<file path="config.mk">
export PLATFORM = sky130hd
export DESIGN_NAME = traffic_mem_sched
export DESIGN_NICKNAME = d
export VERILOG_FILES = /design/src/rtl/sys_pkg.sv /design/src/rtl/traffic_mem_sched_sat_counter.sv /design/src/rtl/traffic_mem_sched.sv
export SDC_FILE = /design/constraint.sdc
export NUM_CORES = 1
export LEC_CHECK = 0
export BUFFER_PORTS_ARGS = -buffer_cell sky130_fd_sc_hd__buf_4
export CAP_MARGIN = 20
export CELL_PAD_IN_SITES_DETAIL_PLACEMENT = 1
export CELL_PAD_IN_SITES_GLOBAL_PLACEMENT = 1
export CORE_UTILIZATION = 42
export CTS_BUF_LIST = sky130_fd_sc_hd__clkbuf_4
export DETAILED_ROUTE_END_ITERATION = 8
export PLACE_DENSITY = 0.79
export SLEW_MARGIN = 20
export SYNTH_ARGS = -nofsm -noshare
export SYNTH_HDL_FRONTEND = slang
export SYNTH_SLANG_ARGS = --single-unit
</file>
<file path="constraint.sdc">
create_clock -name CLK -period 2.2 [get_ports CLK]
set_input_delay 0.22 -clock CLK [delete_from_list [all_inputs] [get_ports CLK]]
set_output_delay 0.22 -clock CLK [all_outputs]
set_load 0.01 [all_outputs]
</file>
<file path="src/rtl/sys_pkg.sv">
// Shared definitions for the hourly traffic memory subsystem: bus op codes,
// table geometry and the hour-pointer wrap helper.
package sys_pkg;

  localparam int HOURS  = 24;
  localparam int CNT_W  = 15;
  localparam int RANK_W = 5;
  localparam int HOUR_W = 5;

  typedef enum logic [1:0] {
    NOP   = 2'b00,
    WRITE = 2'b01
  } op_t;

  function automatic logic [HOUR_W-1:0] next_hour(input logic [HOUR_W-1:0] h);
    return (h == HOUR_W'(HOURS - 1)) ? '0 : h + 1'b1;
  endfunction

endpackage

</file>
<file path="src/rtl/traffic_mem_sched_sat_counter.sv">
// Saturating up-counter. A clear coinciding with an increment restarts the
// count at 1, so a pulse arriving during a clear is not lost.
module sat_counter #(
  parameter int W = 15
) (
  input  logic         clk,
  input  logic         rst_n,
  input  logic         inc_i,
  input  logic         clr_i,
  output logic [W-1:0] cnt_o
);

  logic [W-1:0] cnt_q, cnt_d;

  always_comb begin
    // NOTE: default first so every path assigns cnt_d; otherwise a latch is inferred.
    cnt_d = cnt_q;
    if (clr_i) begin
      cnt_d = {{(W-1){1'b0}}, inc_i};
    end else if (inc_i && (cnt_q != '1)) begin
      cnt_d = cnt_q + 1'b1;
    end
  end

  // NOTE: non-blocking assignments for state; blocking here would race other flops.
  always_ff @(posedge clk or negedge rst_n) begin
    if (!rst_n) begin
      cnt_q <= '0;
    end else begin
      cnt_q <= cnt_d;
    end
  end

  assign cnt_o = cnt_q;

endmodule

</file>
<file path="src/rtl/traffic_mem_sched.sv">
// Hourly traffic sequencer: counts vehicles, commits each hour to memory (OP1)
// and writes back ranking results (OP2) after the day completes.
module traffic_mem_sched
  import sys_pkg::*;
(
  input  logic             CLK,
  input  logic             RST_N,
  input  logic             HOUR_TICK,
  input  logic             VEHICLE_IN,
  input  logic             RANK_DONE,
  output logic [HOUR_W-1:0] HOUR,
  output logic [CNT_W-1:0] ACCUM_DATA1,
  output op_t              OP1,
  output op_t              OP2,
  output logic             RANK_REQ,
  output logic             RANK_OVERRUN
);

  typedef enum logic [1:0] {
    ACCUM,
    COMMIT,
    RANK_WB
  } state_t;

  state_t            state_q, state_d;
  logic [HOUR_W-1:0] hour_q, hour_d;
  logic              rank_req_q, rank_req_d;
  logic              overrun_q, overrun_d;
  logic              tick_pend_q, tick_pend_d;
  logic              done_pend_q, done_pend_d;
  logic              done_eff;

  // A done pulse only counts while a request is outstanding.
  assign done_eff = done_pend_q | (RANK_DONE & rank_req_q);

  always_ff @(posedge CLK or negedge RST_N) begin
    if (!RST_N) begin
      state_q     <= ACCUM;
      hour_q      <= '0;
      rank_req_q  <= 1'b0;
      overrun_q   <= 1'b0;
      tick_pend_q <= 1'b0;
      done_pend_q <= 1'b0;
    end else begin
      state_q     <= state_d;
      hour_q      <= hour_d;
      rank_req_q  <= rank_req_d;
      overrun_q   <= overrun_d;
      tick_pend_q <= tick_pend_d;
      done_pend_q <= done_pend_d;
    end
  end

  always_comb begin
    state_d     = state_q;
    hour_d      = hour_q;
    rank_req_d  = rank_req_q;
    overrun_d   = overrun_q;
    tick_pend_d = tick_pend_q;
    done_pend_d = done_pend_q;
    unique case (state_q)
      ACCUM: begin
        if (HOUR_TICK) begin
          state_d     = COMMIT;
          done_pend_d = done_eff;
        end else if (done_eff) begin
          state_d = RANK_WB;
        end
      end
      COMMIT: begin
        hour_d      = next_hour(hour_q);
        tick_pend_d = 1'b0;
        done_pend_d = done_eff;
        if (hour_q == HOUR_W'(HOURS - 1)) begin
          if (rank_req_q) overrun_d  = 1'b1;
          else            rank_req_d = 1'b1;
        end
        state_d = done_eff ? RANK_WB : ACCUM;
      end
      RANK_WB: begin
        rank_req_d  = 1'b0;
        done_pend_d = 1'b0;
        tick_pend_d = tick_pend_q | HOUR_TICK;
        state_d     = (tick_pend_q | HOUR_TICK) ? COMMIT : ACCUM;
      end
      default: state_d = ACCUM;
    endcase
  end

  always_comb begin
    OP1 = NOP;
    OP2 = NOP;
    unique case (state_q)
      COMMIT:  OP1 = WRITE;
      RANK_WB: OP2 = WRITE;
      default: ;
    endcase
  end

  // The commit cycle restarts the count with that cycle's own pulse.
  sat_counter #(.W(CNT_W)) u_cnt (
    .clk   (CLK),
    .rst_n (RST_N),
    .inc_i (VEHICLE_IN),
    .clr_i (state_q == COMMIT),
    .cnt_o (ACCUM_DATA1)
  );

  assign HOUR         = hour_q;
  assign RANK_REQ     = rank_req_q;
  assign RANK_OVERRUN = overrun_q;

endmodule

</file>
---- Word level (Yosys, flattened, before mapping) ----
Index checks and enable logic that the tools add are counted.
word-level totals
  register bits ........................... 26
  bits in latches ......................... 0
  bits in writable memories ............... 0
  ROM bits ................................ 0
  bits of input ports ..................... 5
  output and inout port bits .............. 26
  memories ................................ 0
operators by class
  $add $sub $neg .......................... 2
  multipliers ............................. 0
  div/mod/pow operators ................... 0
  magnitude comparators ................... 0
  equality and inequality tests ........... 7
  shifts and indexed selects .............. 0
  muxes and demuxes ....................... 15
  bitwise logic cells ..................... 3
  reduce and logical (&&, ||, !) cells .... 8
operator list
  operator               count
  $mux 15                2
  $add 15x1->15 const B  1
  $ne 15x15->1 const B   1
  $mux 2                 3
  $pmux 2 s3             1
  $add 5x1->5 const B    1
  $eq 5x5->1 const B     1
  $mux 1                 5
  $mux 5                 1
  $ne 2x2->1 const B     2
  $pmux 1 s2             2
  $reduce_and 2->1       2
  $reduce_bool 2->1      2
  $ne 3x3->1 const B     1
  $pmux 1 s3             1
  $reduce_and 3->1       1
  $reduce_bool 3->1      1
  $eq 2x1->1 const B     1
  $eq 2x2->1 const B     1
  $logic_not 2->1        1
  $or 1x1->1             2
  $and 1x1->1            1
  $logic_and 1x1->1      1

---- Depth between registers and ports, before layout ----
Gate-level depths: netlist of run 1.
  depth in word-level cells ............... 5
  mapped depth ............................ 6
  gate-level depth less buffers ........... 5

---- By module ----
From an unflattened synthesis of run 1, not the netlist that was laid out.
unflattened totals
  cell total of the unflattened synthesis .. 145
  area, all modules ....................... 1473.9 µm²
by module, submodules not included
  module             instances  cells an instance  area an instance (µm²)
  sat_counter        1          90                 865.8
  traffic_mem_sched  1          55                 608.1

---- Worst setup path before layout of run 1 ----
OpenSTA, ideal clock, no wires.
  path kind ............................... register -> register
  from .................................... reg u_cnt.cnt_q[0], in the netlist u_cnt.cnt_o[0]
  to ...................................... reg u_cnt.cnt_q[1], in the netlist u_cnt.cnt_o[1]
  library setup time ...................... 0.132 ns
  arrival ................................. 1.689 ns
  data required time ...................... 2.068 ns
  slack ................................... 0.379 ns
  stages on the path, launching flop included .. 6
  path buffers ............................ 0
  clock period less this slack ............ 1.821 ns
  cells stage by stage .................... dfrtp_1 -> ha_1 -> nand4_1 -> o41ai_2 -> mux2i_1 -> nor2_1
on the way
  cells in the longest elaborated chain, start to end .. 3
ends and longest elaborated chain
  item                                           RTL line                                                                  text
  from (decl)                                    traffic_mem_sched_sat_counter.sv:13                                       logic [W-1:0] cnt_q, cnt_d;
  from (signal assigned)                         traffic_mem_sched_sat_counter.sv:30                                       cnt_q <= cnt_d;
  $add 15x1->15 or $ne 15x15->1 (tied branches)  traffic_mem_sched_sat_counter.sv:21, traffic_mem_sched_sat_counter.sv:20
  $mux 15 or $logic_and 1x1->1 (tied branches)   traffic_mem_sched_sat_counter.sv:20                                       end else if (inc_i && (cnt_q != '1)) begin
  $mux 15 or $reduce_bool 2->1 (tied branches)   -
Several ways; a longest one is shown, not always the timed one. The select of a mux whose other input is x is not followed.
A chain may end at the register's enable or synchronous reset.

---- Worst setup path after layout of run 1 ----
  from .................................... reg u_cnt.cnt_q[5], in the netlist u_cnt.cnt_o[5]
  to ...................................... reg u_cnt.cnt_q[11], in the netlist u_cnt.cnt_o[11]
Same word-level chain as after synthesis.

==> metrics.md, run 1 <==
| Metric | Value |
|---|---|
| Pwr Total | `~1.6 mW` |
| First-pass GRT wire length | `between 5 and 6 mm` |
| Maximum ir drop on the vdd rail | `0.725 mV` |
| Gr ovfl total | `0` |
| P&R area growth vs syn | `20.2%` |
| Full die area | `3590 sq um` |
| 1st-pass router iterations | `4` |
| Routability cong. | `between 0.7 and 0.8` |
| Iter 0 DRT Violations | `48` |
| Post-synthesis sequential area ratio | `46.2%` |
| Post-route DRC violation count | `0` |
| Area of the core region | `around 3100 sq um` |
| Die Width | `between 50 and 60 microns` |
| Area occupied by registers | `651 sq um` |
| Combinational share of power | `roughly 41%` |
| Htree depth | `1` |
| Slowest cell on crit path | `or4_4` |
| Sequential Power Share | `between 40 and 50%` |
| Root Driver | `clkbuf_4` |
| CP endpoint kind | `flip-flop` |
| Filler cells | `369` |
| P per Cell Area | `slightly below 1000 nW/um^2` |
| Postcts setup bufs | `0` |
| DRT met1 WL | `between 1 and 1.5 mm` |
| Placed Instance Area | `1660 sq um` |
| Synthesized cell area | `roughly 1400 sq um` |
| Highest routing layer actually used | `met4` |
| Clock latency on the worst-skew pair | `330 ps` |
| Input/output buffers | `28` |
| Fin nets | `185` |
| Synth Instances | `roughly 140` |
| Clock Path Buffers | `2` |
| Setup ws final | `approximately 280 ps` |
| RSZ-0062 raised after global routing | `false` |
| Max FO, Critical Path | `7` |
| Initial core utilization | `approximately 45%` |
| Max transition margin | `61.9%` |
| Status | `complete, no violations` |
| Met3 wire length | `~140 microns` |
| Avg Cell Area, Syn | `9.92 sq um` |
| Synth Warn # | `0` |
| Hold_ws | `around 130 ps` |
| Crit-path cells | `nand4_2, or4_4, or4_1, a21oi_1` |
| Clock skew | `between 15 and 20 ps` |
| DR WL met2 | `1.88 mm` |
| Worst path max stage delay | `around 600 ps` |
| Crit path required time | `approximately 2500 ps` |
| Final setup fails | `0` |
| Reg clk slew, reported paths | `150 ps` |
| Ant diodes | `0` |
| Asr flop ratio synth | `100%` |
| Most common cell after layout, fill and taps aside | `buf_4` |
| Clock power frac | `between 10 and 15%` |
| Initial antenna violation count | `0` |
| Most frequent cells in the layout | `buf_4 (31), dfrtp_1 (26), a21oi_1 (10)` |
| # IOs | `31` |
| Synth Register Bits | `26` |
| DRT antenna net count | `0` |
| Dominant synthesized flop cell | `dfrtp_1` |
| Net Sw Power | `about 0.64 mW` |
| Final min period | `between 1500 and 2000 ps` |
| MaxCap Viol Count | `0` |
| Number of synthesized flops with an enable pin | `0` |
| Via Count | `~1200` |
| Num CTS Buffers | `3` |
| Clock sink count | `26` |
| Vias in the first global route | `between 1000 and 1500` |
| Hold-fix buffers at CTS | `1` |
| CP bufs+invs | `0` |
| Crit Path Class | `reg -> reg` |
| Post_cts resized | `0` |
| Setup TNS | `0 ps` |
| Pre-CTS setup slack | `314 ps` |
| P_int | `0.992 mW` |
| Worst Tran Pin Value | `567 ps` |
| CTS tree | `built` |
| Max Freq | `0.520 GHz` |
| Synth cell types | `42` |
| Final hold violations | `0` |
| Design Area, Final | `roughly 1700 sq um` |
| Worst hold-check path type | `in -> reg` |
| DR WL/cell | `16.2 microns` |
| Startpoint types | `flip-flop` |
| Vias per std cell | `~5.7` |
| Layout cells sized above 1 | `24.0%` |
| Largest net degree at the start of global routing | `27` |
| Area of the multi-input gates | `~700 sq um` |
| Row count | `20` |
| Tot GR Track Use | `21.9%` |
| Max-slew violations | `0` |
| Switching share of power | `roughly two fifths` |
| Top delay family on crit path | `simple AND/OR/NAND/NOR gates` |
| P_leak | `0.769 nW` |
| Detailed placement HPWL | `between 2 and 3 mm` |
| Die Y | `~60 microns` |
| Tcrit/Tclk final | `a little under 90%` |
| CP arrival | `around 2200 ps` |
| Drt total wl | `3.49 mm` |
-- final cells by class --
class                      instances  area share (%)
timing repair buffer              32            14.3
multi-input combinational        103            41.1
tap                               44            3.25
inverter                           7            1.55
sequential                        26            38.4
clock buffer                       3            1.33
-- power by group through the flow --
stage                     registers, mW  logic, mW  clock network [mW]
final                             0.744      0.674               0.209
after global routing              0.765      0.754               0.236
after CTS                         0.744      0.691               0.216
after detailed placement          0.751      0.688                   0
after global placement            0.740      0.649                   0
after floorplan                   0.759      0.392                   0
-- through the flow --
stage / std cells / util (%)
final: 215 / 54.2
after global routing: 215 / 54.2
after CTS: 215 / 54.2
after detailed placement: 211 / 53.1
after global placement: 211 / 53.1
after floorplan: 143 / -
-- synth_stat cells (all sizes together), types with 2 or more instances --
cell type	instances	share of area, %
ha	7	6.2
o41ai	2	1.8
dfrtp	26	46
nor3	2	0.71
or3	5	2.2
nor2	8	2.1
a41oi	2	1.2
and2	2	0.89
or4	4	2.4
o22ai	2	0.89
a21oi	10	3.6
nand3	8	2.8
nand4	3	1.8
clkbuf	3	0.80
a21o	3	1.6
a211oi	2	1.1
nand2	8	2.1
buf	4	2.0
inv	7	1.9
mux2	2	1.6
mux2i	4	2.8
o21ai	8	2.8
o31ai	3	1.6
a311oi	2	1.2
nor4	2	0.89
-- worst reg2reg max path, delay by kind of cell (launching register included) --
family	cells	cell delay [ps]
AND/OR/NAND/NOR	3	1230
AO/OA/AOI/OAI	1	160
flip-flops	1	480
-- cells by family (layout without fill, tap and decap cells) --
group | Yosys count | count (layout) | synth area share [%]
adder cells (fa/ha/maj) | 7 | 7 | 6.22
flip-flops | 26 | 26 | 46.2
AND/OR/NAND/NOR | 49 | 49 | 19.6
XOR/XNOR | 1 | 1 | 0.622
multiplexers | 6 | 6 | 4.44
other | 1 | 2 | 0.266
buffers and inverters | 14 | 42 | 4.62
AO/OA/AOI/OAI | 38 | 38 | 18.0
-- layer usage --
layer,up-vias,GRT usage (%)
met1,623,25.4
met3,4,4.98
li1,582,-
met2,27,39.8
met5,-,0
met4,0,6.31
-- state kept, by name (all words and copies together), names as in the netlist --
register / flops
tick_pend_q: 1
RANK_OVERRUN: 1
u_cnt.cnt_o: 15
done_pend_q: 1
HOUR: 5
RANK_REQ: 1
state_q: 2
-- final timing paths --
kind / from / endpoint / slack [ps] / depth (start not counted)
hold reg to reg: RANK_OVERRUN / RANK_OVERRUN / 490 / 1
min in group asynchronous: RST_N / u_cnt.cnt_o[12] / 330 / 2
setup reg to reg: u_cnt.cnt_o[5] / u_cnt.cnt_o[11] / 280 / 4
max in group asynchronous: RST_N / u_cnt.cnt_o[0] / 1600 / 2
setup / recovery: u_cnt.cnt_o[5] / u_cnt.cnt_o[11] / 280 / 4
hold / removal: VEHICLE_IN / u_cnt.cnt_o[4] / 130 / 2
Note: power is estimated with default switching activity, not from simulation.
==> inputs of run 2 (changes only) <==
- ABC_AREA: default -> 1
- CORE_UTILIZATION: 42 -> 41
- PLACE_DENSITY: 0.79 -> 0.8
==> run 2 against run 1 <==
Compared with the run above: sequential cell count did not move; worst setup slack improved by 290 ps; combinational power rose by 17%; first-iteration DRC count rose by 19%; area after synthesis rose by 13%; die area rose by 15%; critical path depth rose by 4; synthesized cell count rose by 49%; cell area rose by 11%; critical path type unchanged; largest cell class unchanged.
==> metrics.md, run 2 <==
| Metric | Value |
|---|---|
| Startpoint types | `flip-flop` |
| Most frequent CP cell | `nand2_1` |
| Input/output buffers | `28` |
| Largest net degree at the start of global routing | `27` |
| Sequential Power Share | `between 30% and 40%` |
| P_int | `1.11 mW` |
| 1st-pass router iterations | `4` |
| Clock sink count | `26` |
| Post-synth top area share | `between 40% and 50%` |
| Worst Reg2Reg Path Length in Cells | `8` |
| Clock latency on the worst-skew pair | `around 330 ps` |
| Post-synth top cells | `nand2_1 (59), nand3_1 (29), dfrtp_1 (26)` |
| Dominant synthesized flop cell | `dfrtp_1` |
| Vias per std cell | `approximately 5` |
| Setup ws final | `around 560 ps` |
| CTS tree | `built` |
| Htree depth | `1` |
| Root Driver | `clkbuf_4` |
| Crit path required time | `2440 ps` |
| Die Width | `~64 microns` |
| Synth Warn # | `0` |
| Reg clk slew, reported paths | `roughly 150 ps` |
| Drt total wl | `approximately 3.8 mm` |
| Detailed placement HPWL | `around 2.9 mm` |
| Status | `complete, no violations` |
| Fin nets | `approximately 250` |
| P&R area growth vs syn | `18.3%` |
| Busiest grt layer | `met2` |
| Combinational share of power | `between 40% and 50%` |
| Synthesized cell area | `approximately 1600 sq um` |
| Post-route DRC violation count | `0` |
| Avg Cell Area, Syn | `7.49 sq um` |
| Clock power frac | `18.4%` |
| P per Cell Area | `about 990 nW/um^2` |
| Routability cong. | `between 0.7 and 0.8` |
| Crit-path cells | `ha_1, nand3_1, nor2_2, nand2_2, nand2_4, nand2_1, nand2_1, nand2_1` |
| Slowest cell on crit path | `dfrtp_1` |
| Worst path max stage delay | `roughly 480 ps` |
| Reg2reg start | `u_cnt.cnt_o[0]` |
| Iter 0 DRT Violations | `57` |
| RSZ-0062 raised after global routing | `false` |
| DR WL/cell | `approximately 13 microns` |
| Most common cell after layout, fill and taps aside | `nand2_1` |
| MaxCap Viol Count | `0` |
| DRT antenna net count | `0` |
| Max-slew violations | `0` |
| Post-synthesis sequential area ratio | `41.0%` |
| Die Y | `around 64 microns` |
| Capturing point of the worst reg2reg path | `u_cnt.cnt_o[7]` |
| Final min period | `approximately 1600 ps` |
| Yosys top cell by area | `dfrtp_1` |
| Flop2flop setup slack | `roughly 560 ps` |
| GRT met3 Usage | `under 10%` |
| First-pass GRT wire length | `roughly 6.9 mm` |
| Tcrit/Tclk final | `approximately three quarters` |
| Maximum ir drop on the vdd rail | `~0.56 mV` |
| Initial core utilization | `a little over two fifths` |
| Via Count | `around 1500` |
| Ant diodes | `0` |
| Max FO, Critical Path | `18` |
| Row count | `22` |
| Gr ovfl total | `0` |
| Switching share of power | `40.2%` |
| CP bufs+invs | `0` |
| Clock skew | `slightly above 4 ps` |
| Post_cts resized | `0` |
| Max Freq | `approximately 0.61 GHz` |
| Vias in the first global route | `between 1500 and 2000` |
| P_leak | `about 1.0 nW` |
| Worst hold-check path type | `in -> reg` |
| Pre-CTS setup slack | `588 ps` |
| Most frequent cells in the layout | `nand2_1 (59), buf_4 (30), nand3_1 (29)` |
| Met1 usage | `28.3%` |
| Area of the core region | `3690 sq um` |
| CP endpoint kind | `flip-flop` |
| Initial antenna violation count | `0` |
| Top area cells in the synthesized netlist | `dfrtp_1 (41%), nand2_1 (14%), nand3_1 (9.1%), ha_1 (5.5%), inv_1 (5.4%)` |
| Asr flop ratio synth | `100%` |
| CP endpoint | `u_cnt.cnt_o[7]` |
| Final hold violations | `0` |
| Crit Path Class | `reg -> reg` |
| Tot GR Track Use | `21.6%` |
| Number of synthesized flops with an enable pin | `0` |
| Synth cell types | `30` |
| CP arrival | `around 1900 ps` |
| Critical Path Stages | `8` |
| Synth Instances | `approximately 210` |
| # IOs | `31` |
| Largest register FFs | `15` |
| Setup crit start | `u_cnt.cnt_o[0]` |
| Top delay family on crit path | `simple AND/OR/NAND/NOR gates` |
| Clock Path Buffers | `2` |
| Synth Register Bits | `26` |
| Final setup fails | `0` |
| Num CTS Buffers | `3` |
| Full die area | `4130 sq um` |
| Layout cells sized above 1 | `between 10% and 20%` |
| Dominant cell by count in the synthesized netlist | `nand2_1` |
| Net Sw Power | `about 0.75 mW` |
| Hold path start | `HOUR_TICK` |
| Met2 usage | `a little over a third` |
| Setup TNS | `0 ps` |
## run 2: layer usage
layer	up-vias	part of all wire, %
met3	4	2.7
met4	0	1.4
met1	700	50
met2	21	46
li1	732	-
met5	-	0
## run 2: area by class of cell
type                       count  area, sq um
fill                         491         1810
clock inverter                 1         30.0
clock buffer                   3         22.5
sequential                    26          651
inverter                      25         93.8
tap                           48         60.1
multi-input combinational    155          786
timing repair buffer          31          235
## run 2: cells by family after synthesis
| family | count (synthesis) | share of synthesized area, % |
|---|---|---|
| AOI/OAI and AO/OA | 18 | 6.62 |
| xor gates and xnor gates | 7 | 3.86 |
| adders and majority gates | 7 | 5.52 |
| buffers and inverters | 32 | 9.77 |
| DFF | 26 | 41.0 |
| other | 1 | 0.236 |
| and+or+nand+nor | 121 | 33.0 |
## run 2: worst min path at each step
stage                       endpoint  slack [ps]  cells after the start
after global placement       HOUR[2]         150                      1
after detailed placement     HOUR[2]         150                      1
after global routing      state_q[1]         250                      4
after floorplan              HOUR[0]         -80                      0
final                     state_q[1]         240                      4
after CTS                 state_q[1]         230                      4
## run 2: worst reg2reg max path, delay by kind of cell, from the launching register on
kind / cells / cell delay [ps]
simple gates: 7 / 850
flops: 1 / 480
fa+ha+maj: 1 / 230
## run 2: power groups by stage
stage	Clock (mW)	Sequential, mW	Combinational [mW]
after floorplan	0	0.749	0.487
after global placement	0	0.734	0.774
after detailed placement	0	0.738	0.793
after CTS	0.351	0.729	0.799
after global routing	0.375	0.752	0.898
final	0.341	0.727	0.788
## run 2: stage by stage
stage | instances | hold slack, ps | total power, mW | utilization, % | area, sq um
3_3_place_gp | 284 | 149 | 1.51 | 49.2 | 1820
3_5_place_dp | 284 | 151 | 1.53 | 49.2 | 1820
5_1_grt | 289 | 249 | 2.03 | 50.9 | 1880
2_1_floorplan | 213 | -75.6 | 1.24 | - | 1590
6_report | 289 | 244 | 1.86 | 50.9 | 1880
4_1_cts | 289 | 233 | 1.88 | 50.9 | 1880
## run 2: repair_timing
action | CTS | global route
hold buffers | 1 | 0
hold endpoints to repair | 26 | 0
buffers inserted | 0 | 0
